[src/rtl/proc_pkg.sv]
// -----------------------------------------------------------------------------
// proc_pkg
// Shared definitions for the program-load harness.
//   - DEF_INST_W / DEF_DATA_W : default instruction and data widths
//   - state_e                 : harness sequencing states
// -----------------------------------------------------------------------------
package proc_pkg;

  localparam int DEF_INST_W = 32;
  localparam int DEF_DATA_W = 16;

  typedef enum logic [1:0] {
    ST_LOAD  = 2'd0,
    ST_ARMED = 2'd1,
    ST_RUN   = 2'd2,
    ST_DONE  = 2'd3
  } state_e;

endpackage

[src/rtl/prog_mem.sv]
// -----------------------------------------------------------------------------
// prog_mem
// DEPTH x INST_W instruction store: synchronous write, asynchronous read.
// Contents are not cleared by reset.
// Ports:
//   i_clk    : clock
//   i_we     : write enable
//   i_waddr  : write address
//   i_wdata  : write data
//   i_raddr  : read address
//   o_rdata  : read data (combinational)
// -----------------------------------------------------------------------------
module prog_mem
  import proc_pkg::*;
#(
  parameter int INST_W = DEF_INST_W,
  parameter int DEPTH  = 32
) (
  input  logic                     i_clk,
  input  logic                     i_we,
  input  logic [$clog2(DEPTH)-1:0] i_waddr,
  input  logic [INST_W-1:0]        i_wdata,
  input  logic [$clog2(DEPTH)-1:0] i_raddr,
  output logic [INST_W-1:0]        o_rdata
);

  logic [INST_W-1:0] r_mem [DEPTH];

  // Write port
  always_ff @(posedge i_clk) begin
    if (i_we) begin
      r_mem[i_waddr] <= i_wdata;
    end
  end

  assign o_rdata = r_mem[i_raddr];

endmodule

[src/rtl/prog_loader.sv]
// -----------------------------------------------------------------------------
// prog_loader
// Program-load and self-check harness for the processor core. Streams a
// program into a private instruction memory while holding the core in reset,
// then runs it, serves fetches, and reports pass/fail/timeout on halt.
//
// Optional feature: define PROG_LOADER_CHECKSUM_EN to build a running sum of
// accepted load words on csum; otherwise csum is tied to zero.
//
// Ports:
//   clk, sys_rst           : clock, synchronous active-high reset
//   ld_valid/ld_ready      : load handshake; ld_data word, ld_last end marker
//   start                  : run / re-run request
//   exp_dout               : expected final processor dout
//   imem_raddr/imem_rdata  : processor fetch port (asynchronous read)
//   proc_rst               : reset to processor core
//   proc_halt, proc_dout   : processor halt indication and data output
//   word_cnt, cyc_cnt      : words loaded, RUN cycles elapsed
//   done, pass, timeout    : result flags
//   csum                   : load checksum
// -----------------------------------------------------------------------------
module prog_loader
  import proc_pkg::*;
#(
  parameter int INST_W  = DEF_INST_W,
  parameter int DATA_W  = DEF_DATA_W,
  parameter int DEPTH   = 32,
  parameter int TIMEOUT = 1024
) (
  input  logic                         clk,
  input  logic                         sys_rst,
  input  logic                         ld_valid,
  output logic                         ld_ready,
  input  logic [INST_W-1:0]            ld_data,
  input  logic                         ld_last,
  input  logic                         start,
  input  logic [DATA_W-1:0]            exp_dout,
  input  logic [$clog2(DEPTH)-1:0]     imem_raddr,
  output logic [INST_W-1:0]            imem_rdata,
  output logic                         proc_rst,
  input  logic                         proc_halt,
  input  logic [DATA_W-1:0]            proc_dout,
  output logic [$clog2(DEPTH):0]       word_cnt,
  output logic [$clog2(TIMEOUT+1)-1:0] cyc_cnt,
  output logic                         done,
  output logic                         pass,
  output logic                         timeout,
  output logic [INST_W-1:0]            csum
);

  localparam int AW    = $clog2(DEPTH);
  localparam int CNT_W = $clog2(TIMEOUT + 1);

  localparam logic [AW:0]      L_WCNT_ONE  = (AW+1)'(1);
  localparam logic [AW:0]      L_WCNT_LAST = (AW+1)'(DEPTH - 1);
  localparam logic [CNT_W-1:0] L_CYC_ONE   = CNT_W'(1);
  localparam logic [CNT_W-1:0] L_CYC_LAST  = CNT_W'(TIMEOUT - 1);

  state_e            r_state;
  state_e            w_state_nxt;
  logic              w_accept;
  logic              w_run_go;
  logic              w_halt_hit;
  logic              w_to_hit;

  logic [AW:0]       r_word_cnt;
  logic [CNT_W-1:0]  r_cyc_cnt;
  logic              r_proc_rst;
  logic              r_done;
  logic              r_pass;
  logic              r_timeout;
  logic [INST_W-1:0] w_mem_rdata;

  // State register
  always_ff @(posedge clk) begin
    if (sys_rst) begin
      r_state <= ST_LOAD;
    end else begin
      r_state <= w_state_nxt;
    end
  end

  // Next-state decode and per-cycle control strobes
  always_comb begin
    w_state_nxt = r_state;
    w_accept    = 1'b0;
    w_run_go    = 1'b0;
    w_halt_hit  = 1'b0;
    w_to_hit    = 1'b0;
    case (r_state)
      ST_LOAD: begin
        w_accept = ld_valid;
        // The word written at index DEPTH-1 fills memory, so it closes the load
        if (ld_valid && (ld_last || (r_word_cnt == L_WCNT_LAST))) begin
          w_state_nxt = ST_ARMED;
        end else begin
          w_state_nxt = ST_LOAD;
        end
      end
      ST_ARMED, ST_DONE: begin
        if (start) begin
          w_run_go    = 1'b1;
          w_state_nxt = ST_RUN;
        end else begin
          w_state_nxt = r_state;
        end
      end
      ST_RUN: begin
        // Halt takes priority over a timeout landing in the same cycle
        if (proc_halt) begin
          w_halt_hit  = 1'b1;
          w_state_nxt = ST_DONE;
        end else if (r_cyc_cnt == L_CYC_LAST) begin
          w_to_hit    = 1'b1;
          w_state_nxt = ST_DONE;
        end else begin
          w_state_nxt = ST_RUN;
        end
      end
      default: begin
        w_state_nxt = ST_LOAD;
      end
    endcase
  end

  // Load counter, run counter, core reset and result flags
  always_ff @(posedge clk) begin
    if (sys_rst) begin
      r_word_cnt <= {(AW+1){1'b0}};
      r_cyc_cnt  <= {CNT_W{1'b0}};
      r_proc_rst <= 1'b1;
      r_done     <= 1'b0;
      r_pass     <= 1'b0;
      r_timeout  <= 1'b0;
    end else begin
      if (w_accept) begin
        r_word_cnt <= r_word_cnt + L_WCNT_ONE;
      end
      if (w_run_go) begin
        r_cyc_cnt  <= {CNT_W{1'b0}};
        r_proc_rst <= 1'b0;
        r_done     <= 1'b0;
        r_pass     <= 1'b0;
        r_timeout  <= 1'b0;
      end else if (r_state == ST_RUN) begin
        // Counts every RUN cycle, including the one that ends the run
        r_cyc_cnt <= r_cyc_cnt + L_CYC_ONE;
        if (w_halt_hit) begin
          r_proc_rst <= 1'b1;
          r_done     <= 1'b1;
          r_pass     <= (proc_dout == exp_dout);
          r_timeout  <= 1'b0;
        end else if (w_to_hit) begin
          r_proc_rst <= 1'b1;
          r_done     <= 1'b1;
          r_pass     <= 1'b0;
          r_timeout  <= 1'b1;
        end
      end
    end
  end

  prog_mem #(
    .INST_W (INST_W),
    .DEPTH  (DEPTH)
  ) u_prog_mem (
    .i_clk   (clk),
    .i_we    (w_accept),
    .i_waddr (r_word_cnt[AW-1:0]),
    .i_wdata (ld_data),
    .i_raddr (imem_raddr),
    .o_rdata (w_mem_rdata)
  );

  // Locations beyond the loaded program read as zero, hiding stale contents
  assign imem_rdata = ({1'b0, imem_raddr} < r_word_cnt) ? w_mem_rdata : {INST_W{1'b0}};

  assign ld_ready = (r_state == ST_LOAD);
  assign word_cnt = r_word_cnt;
  assign cyc_cnt  = r_cyc_cnt;
  assign proc_rst = r_proc_rst;
  assign done     = r_done;
  assign pass     = r_pass;
  assign timeout  = r_timeout;

`ifdef PROG_LOADER_CHECKSUM_EN
  logic [INST_W-1:0] r_csum;

  // Running modulo-2^INST_W sum of accepted load words
  always_ff @(posedge clk) begin
    if (sys_rst) begin
      r_csum <= {INST_W{1'b0}};
    end else if (w_accept) begin
      r_csum <= r_csum + ld_data;
    end
  end

  assign csum = r_csum;
`else
  assign csum = {INST_W{1'b0}};
`endif

endmodule
[config.mk]
export PLATFORM = sky130hd
export DESIGN_NAME = prog_loader
export DESIGN_NICKNAME = d
export VERILOG_FILES = /design/src/rtl/proc_pkg.sv /design/src/rtl/prog_mem.sv /design/src/rtl/prog_loader.sv
export SDC_FILE = /design/constraint.sdc
export NUM_CORES = 1
export LEC_CHECK = 0
export ABC_AREA = 1
export BUFFER_PORTS_ARGS = -buffer_cell sky130_fd_sc_hd__buf_2
export CELL_PAD_IN_SITES_DETAIL_PLACEMENT = 1
export CELL_PAD_IN_SITES_GLOBAL_PLACEMENT = 1
export CORE_AREA = 2 2 315 317
export DETAILED_ROUTE_END_ITERATION = 16
export DIE_AREA = 0 0 317 319
export HOLD_SLACK_MARGIN = 0.06
export PLACE_DENSITY = 0.79
export SLEW_MARGIN = 20
export SYNTH_ARGS = -nofsm -noshare
export SYNTH_HDL_FRONTEND = slang
export SYNTH_HIERARCHICAL = 1
export SYNTH_SLANG_ARGS = --single-unit
[constraint.sdc]
create_clock -name clk -period 2.52 [get_ports clk]
set_input_delay 0.252 -clock clk [delete_from_list [all_inputs] [get_ports clk]]
set_output_delay 0.252 -clock clk [all_outputs]
set_load 0.05 [all_outputs]
* Word level (Yosys, flattened, before mapping) *
Memories as Yosys holds them, arrays and structs flattened.
Index checks and enable logic that the tools add are counted.

cells by class
  reductions and logical operators = 10
  add/subtract/negate cells = 2
  eq/ne operators = 7
  order comparisons = 1
  multiplexer cells = 23

operators by type and width
  kind                     count
  $mux W32                 1
  $mux W1                  20
  $eq A16 B16 Y1           1
  $add A11 B1 Y11 const B  1
  $eq A11 B10 Y1 const B   1
  $add A6 B1 Y6 const B    1
  $eq A6 B5 Y1 const B     1
  $lt A5 B6 Y1             1
  $pmux W2 S3              1
  $eq A2 B2 Y1 const B     2
  $reduce_and A2 Y1        2
  $reduce_bool A2 Y1       2
  $reduce_or A2 Y1         2
  $reduce_bool A3 Y1       1
  $eq A2 B1 Y1 const B     1
  $logic_not A2 Y1         1
  $mux W2                  1
  $ne A2 B2 Y1 const B     1
  $logic_and A1 B1 Y1      1
  $logic_or A1 B1 Y1       1

word-level totals
  register bits after elaboration = 23
  memories kept = 1
  output and inout bits = 86
  RAM bits = 1024

memories
  memory            depth  width  read ports  clocked after Yosys merged registers in  write ports  line            source
  u_prog_mem.r_mem  32     32     1           0                                        1            prog_mem.sv:27  logic [INST_W-1:0] r_mem [DEPTH];

* Depth between registers and ports, before layout *
  word-level depth = 8
  gate-level depth with buffers = 14
  gate-level depth less buffers = 11

* By module *
Netlist, hierarchy kept.

by module, submodules not included
  module       cells an instance  times used  area each (µm²)
  prog_mem     3504               1           41765.1
  prog_loader  316                1           1940.6

* Worst setup path before layout *
No wires, ideal clock.

  kind = register to register
  start point = register r_state[0]
  end point = memory u_prog_mem/r_mem[31][0] in the netlist's numbering (enable)
  data required time = 2099 ps
  arrival = 2815 ps
  library setup time = 421 ps
  cell stages (with the launch flop) = 6
  slack = -716 ps
  period minus slack after synthesis = 3236 ps
  cell sequence = dfxtp_1 > nor2_2 > nand2_2 > inv_2 > nand3_1 > nor2_1

on the way
  word-level cells in the longest chain between the ends = 4

ends and longest elaborated chain
  what                           line               source
  from (decl)                    prog_loader.sv:59  state_e r_state;
  from (signal assigned)         prog_loader.sv:79  r_state <= w_state_nxt;
  $logic_not A2 Y1               --
  net ld_ready                   prog_loader.sv:33  output logic ld_ready,
  $mux W1                        prog_loader.sv:90  case (r_state)
  net w_accept                   prog_loader.sv:61  logic w_accept;
  $mux W1                        prog_mem.sv:31     if (i_we) begin
  $mux W1 (not written as such)  prog_mem.sv:32     r_mem[i_waddr] <= i_wdata;
  to (decl)                      prog_mem.sv:27

The timed path passes the listed nets, and every way through them passes these cells.

* Final worst setup path *
  start point = register r_word_cnt[4], in the netlist word_cnt[4]
  end point = output port imem_rdata[21]

on the way
  word-level cells in the longest chain between the ends = 2

ends and longest elaborated chain
  what                    line                source
  from (decl)             prog_loader.sv:66   logic [AW:0] r_word_cnt;
  from (signal assigned)  prog_loader.sv:129  r_word_cnt <= {(AW+1){1'b0}};
  from (signal assigned)  prog_loader.sv:137  r_word_cnt <= r_word_cnt + L_WCNT_ONE;
  $lt A5 B6 Y1            prog_loader.sv:176  assign imem_rdata = ({1'b0, imem_raddr} < r_word_cnt) ? w_mem_rdata : {INST_W{1'b0}};
  $mux W32                prog_loader.sv:176
  to (decl)               prog_loader.sv:39   output logic [INST_W-1:0] imem_rdata,

No other way between the ends.

==> key figures <==
Global routing
  – First-pass GRT wire length: between 200000 and 250000 µm
  – GR Util met1: 0.344
  – Pin count of the biggest net entering global routing: between 100 and 150
  – Initial antenna violation count: 2
  – Met2 GRT Util: 0.488
  – Total grt overflow: 0
  – Gr usage total: 0.280
  – GR Util met3: 0.0372
  – Busiest grt layer: met2
  – Vias in the first global route: 33300

Synthesis
  – Cell count after synthesis: ~3800
  – Post-Syn Area per Cell: 11.4 µm²
  – Post-synth top area cell: edfxtp_1
  – Post-synth top area share: 0.704
  – Async S/R FF share, synth: 0
  – EDFF count, synth: roughly 1000
  – Synth Register Bits: approximately 1000
  – Unique masters post-synth: 35
  – Post-synthesis sequential area ratio: 0.714
  – Mapped Area: 0.0437 mm²
  – YS warnings: 6
  – Count leader, synth: nand2_1
  – Primary FF master, synth: edfxtp_1
  – Commonest cells post-synth: nand2_1 (1482), edfxtp_1 (1024), nand3_1 (789), nor2_1 (98), buf_2 (87)
  – Top cells by area, synth: edfxtp_1 (70%), nand2_1 (13%), nand3_1 (9.0%)

Die
  – Initial Util: 0.447
  – Core area: between 0.09 and 0.1 mm²
  – Die area: between 0.1 and 0.15 mm²
  – Die W: 317 µm
  – Die Y: ~320 µm
  – I/O pin total: ~160
  – Row count: between 100 and 150

Routing
  – DRC viols: 0
  – Vias: roughly 31000
  – DRT Pass-1 Iters: 5
  – Via density: between 5 and 6
  – Routed len/inst: about 26 µm
  – ANT nets after route: 0
  – Total Routed Length: approximately 140000 µm
  – Iteration-0 DRC Markers: between 3000 and 4000

Final layout
  – Nets: 4106
  – Core Util, Final: 0.521
  – Number of fillers in the final layout: 10100
  – Share of layout cells above drive strength 1: 0.134
  – Area Overhead vs Synth: 16.4%
  – Post-layout instance area: slightly above 0.05 mm²

Critical path
  – CP max FO: 5
  – CP arrival: about 2.4 ns
  – Crit path required time: 2.27 ns
  – Nature of the critical path startpoint: flip-flop
  – Worst setup EP type: output port
  – CP Class: reg -> out
  – Reg2reg path depth: 9

Placed design
  – Post-DP HPWL: roughly 80000 µm
  – IO Port Bufs: 128
  – Post-DP Area: around 0.047 mm²
  – Pre-CTS setup slack: -0.136 ns
  – GPL Wtd Cong: between 0.7 and 0.8

STA
  – Fin worst setup slack: -0.148 ns
  – Final worst-path cycle share: 1.06
  – Worst Tran Pin Value: about 0.66 ns
  – Final setup fails: 30
  – Clock Skew: around 0.033 ns
  – Slew Limit Headroom: 0.558
  – Hold Vio Cnt, Final: 0
  – Unrepaired setup endpoints after global routing: yes
  – Crit path time final: around 2.7 ns
  – Fmax: 375 MHz
  – Slew Viols, Final: 0
  – Hold_ws: between 0.08 and 0.09 ns

Power and ir drop
  – Final Power: roughly 37000 µW
  – Worst VDD drop: 0.608 mV
  – Leakage: roughly 0.019 µW
  – Cell area power density: between 700 and 800 mW/mm²

Clocking
  – CTS Root Cell: clkbuf_16
  – Reg clk slew, reported paths: ~0.060 ns
  – TritonCTS clock tree: done
  – CTS buffer count: roughly 100
  – CTS Sinks: 1047
  – H-tree depth: 3
  – Clock Latency Late Sink: ~0.7 ns
  – Max Buffers Root-to-Sink: 3

Run
  – # Max-Cap Violations: 0

Run status
  – Status: finished, violations left
  – Failing checks: negative setup slack

Worst hold path
  – Hold Crit Depth: 1
  – Hold Path Class: in -> reg
-- repair_timing --
| item | 4_1_cts | 5_1_grt |
|---|---|---|
| resized for setup | 141 | 29 |
| pin swaps | 3 | 10 |
| hold buffers | 24 | 0 |
| buffers inserted | 6 | 3 |
| setup endpoints to repair | 32 | 33 |
| cloned | 1 | 1 |
| hold endpoints to repair | 315 | 0 |
-- final cells by class --
class / count / area [µm²] / area share
clock inverters: 65 / 578 / 0.0114
repair buffers: 322 / 3390 / 0.0667
well taps: 1287 / 1610 / 0.0317
inverters: 85 / 349 / 0.00686
multi-input cells: 2465 / 11000 / 0.217
clock buffers: 123 / 2670 / 0.0526
flip-flops and latches: 1047 / 31200 / 0.614
diodes: 2 / 5.00 / 0.0000984
-- stage by stage --
stage                     cells  TNS (ns)
after global placement     5174         0
after detailed placement   5174    -0.136
after global routing       5394     -4.54
final                      5396     -3.10
after CTS                  5392     -2.72
after floorplan            3851    -67.43
-- sequential cells by signal, summed over array words and instances (netlist names) --
register / cells
u_prog_mem/r_mem: 1024
cyc_cnt: 11
word_cnt: 6
r_state: 2
done: 1
pass: 1
proc_rst: 1
timeout: 1
-- cell families (layout without fill, tap and decap cells) --
| group | count (synthesis) | after routing | share of synthesized area |
|---|---|---|---|
| compound gates | 30 | 30 | 0.00384 |
| buf+inv | 339 | 595 | 0.0487 |
| other cells | 1 | 34 | 0.0000858 |
| xor+xnor | 9 | 9 | 0.00180 |
| flops | 1047 | 1047 | 0.714 |
| fa+ha+maj | 6 | 6 | 0.00172 |
| simple gates | 2388 | 2388 | 0.230 |
-- power breakdown --
group          internal (µW)  switching (µW)  total [µW]
logic                    886            2230        3110
clock network           8310            6750       15100
registers              19200            40.5       19300
total                  28400            9020       37400
-- layout by cell type (no fill, tap or decap), types with 3 or more instances in the layout --
cell	netlist	routed
nand2_1	1482	1480
edfxtp_1	1024	1024
nand3_1	789	788
clkbuf_16	0	105
buf_4	56	95
buf_2	87	92
buf_12	0	74
inv_1	77	71
nor2_4	3	68
nor2_1	98	33
conb_1	1	32
clkinv_1	0	25
clkinv_2	0	23
dlygate4sd3_1	0	23
buf_6	66	20
clkbuf_1	24	19
dfxtp_1	23	19
buf_8	3	17
o21ai_0	11	11
inv_2	7	10
a21oi_1	13	10
xor2_1	7	7
bufinv_16	0	7
nand2_2	4	6
inv_6	0	4
dfxtp_2	0	4
a21oi_2	0	3
ha_1	6	3
ha_4	0	3
clkinv_16	0	3
clkinvlp_4	0	3
-- worst paths after layout --
kind	endpoint	startpoint	slack (ns)
setup reg to reg	pass	r_state[0]	0.10
hold / removal	u_prog_mem/r_mem[27][31]	ld_data[31]	0.08
hold reg to reg	cyc_cnt[10]	cyc_cnt[10]	0.51
setup / recovery	imem_rdata[21]	word_cnt[4]	-0.15
-- routing by layer --
metal | part of all wire | vias up
met2 | 0.51 | 1404
met4 | 0.045 | 0
li1 | - | 13500
met3 | 0.069 | 388
met1 | 0.37 | 16000
met5 | 0 | -
-- worst max-delay path, cell delays in order, from the launching register on --
cell and delay (ns):
dfxtp_2 0.34, inv_2 0.05, ha_4 0.27, and3_4 0.18
inv_2 0.04, o22ai_4 0.26, buf_12 0.20, clkbuf_16 0.18
nor2_4 0.05, buf_8 0.15
No activity file was read; power rests on OpenSTA's default activity.
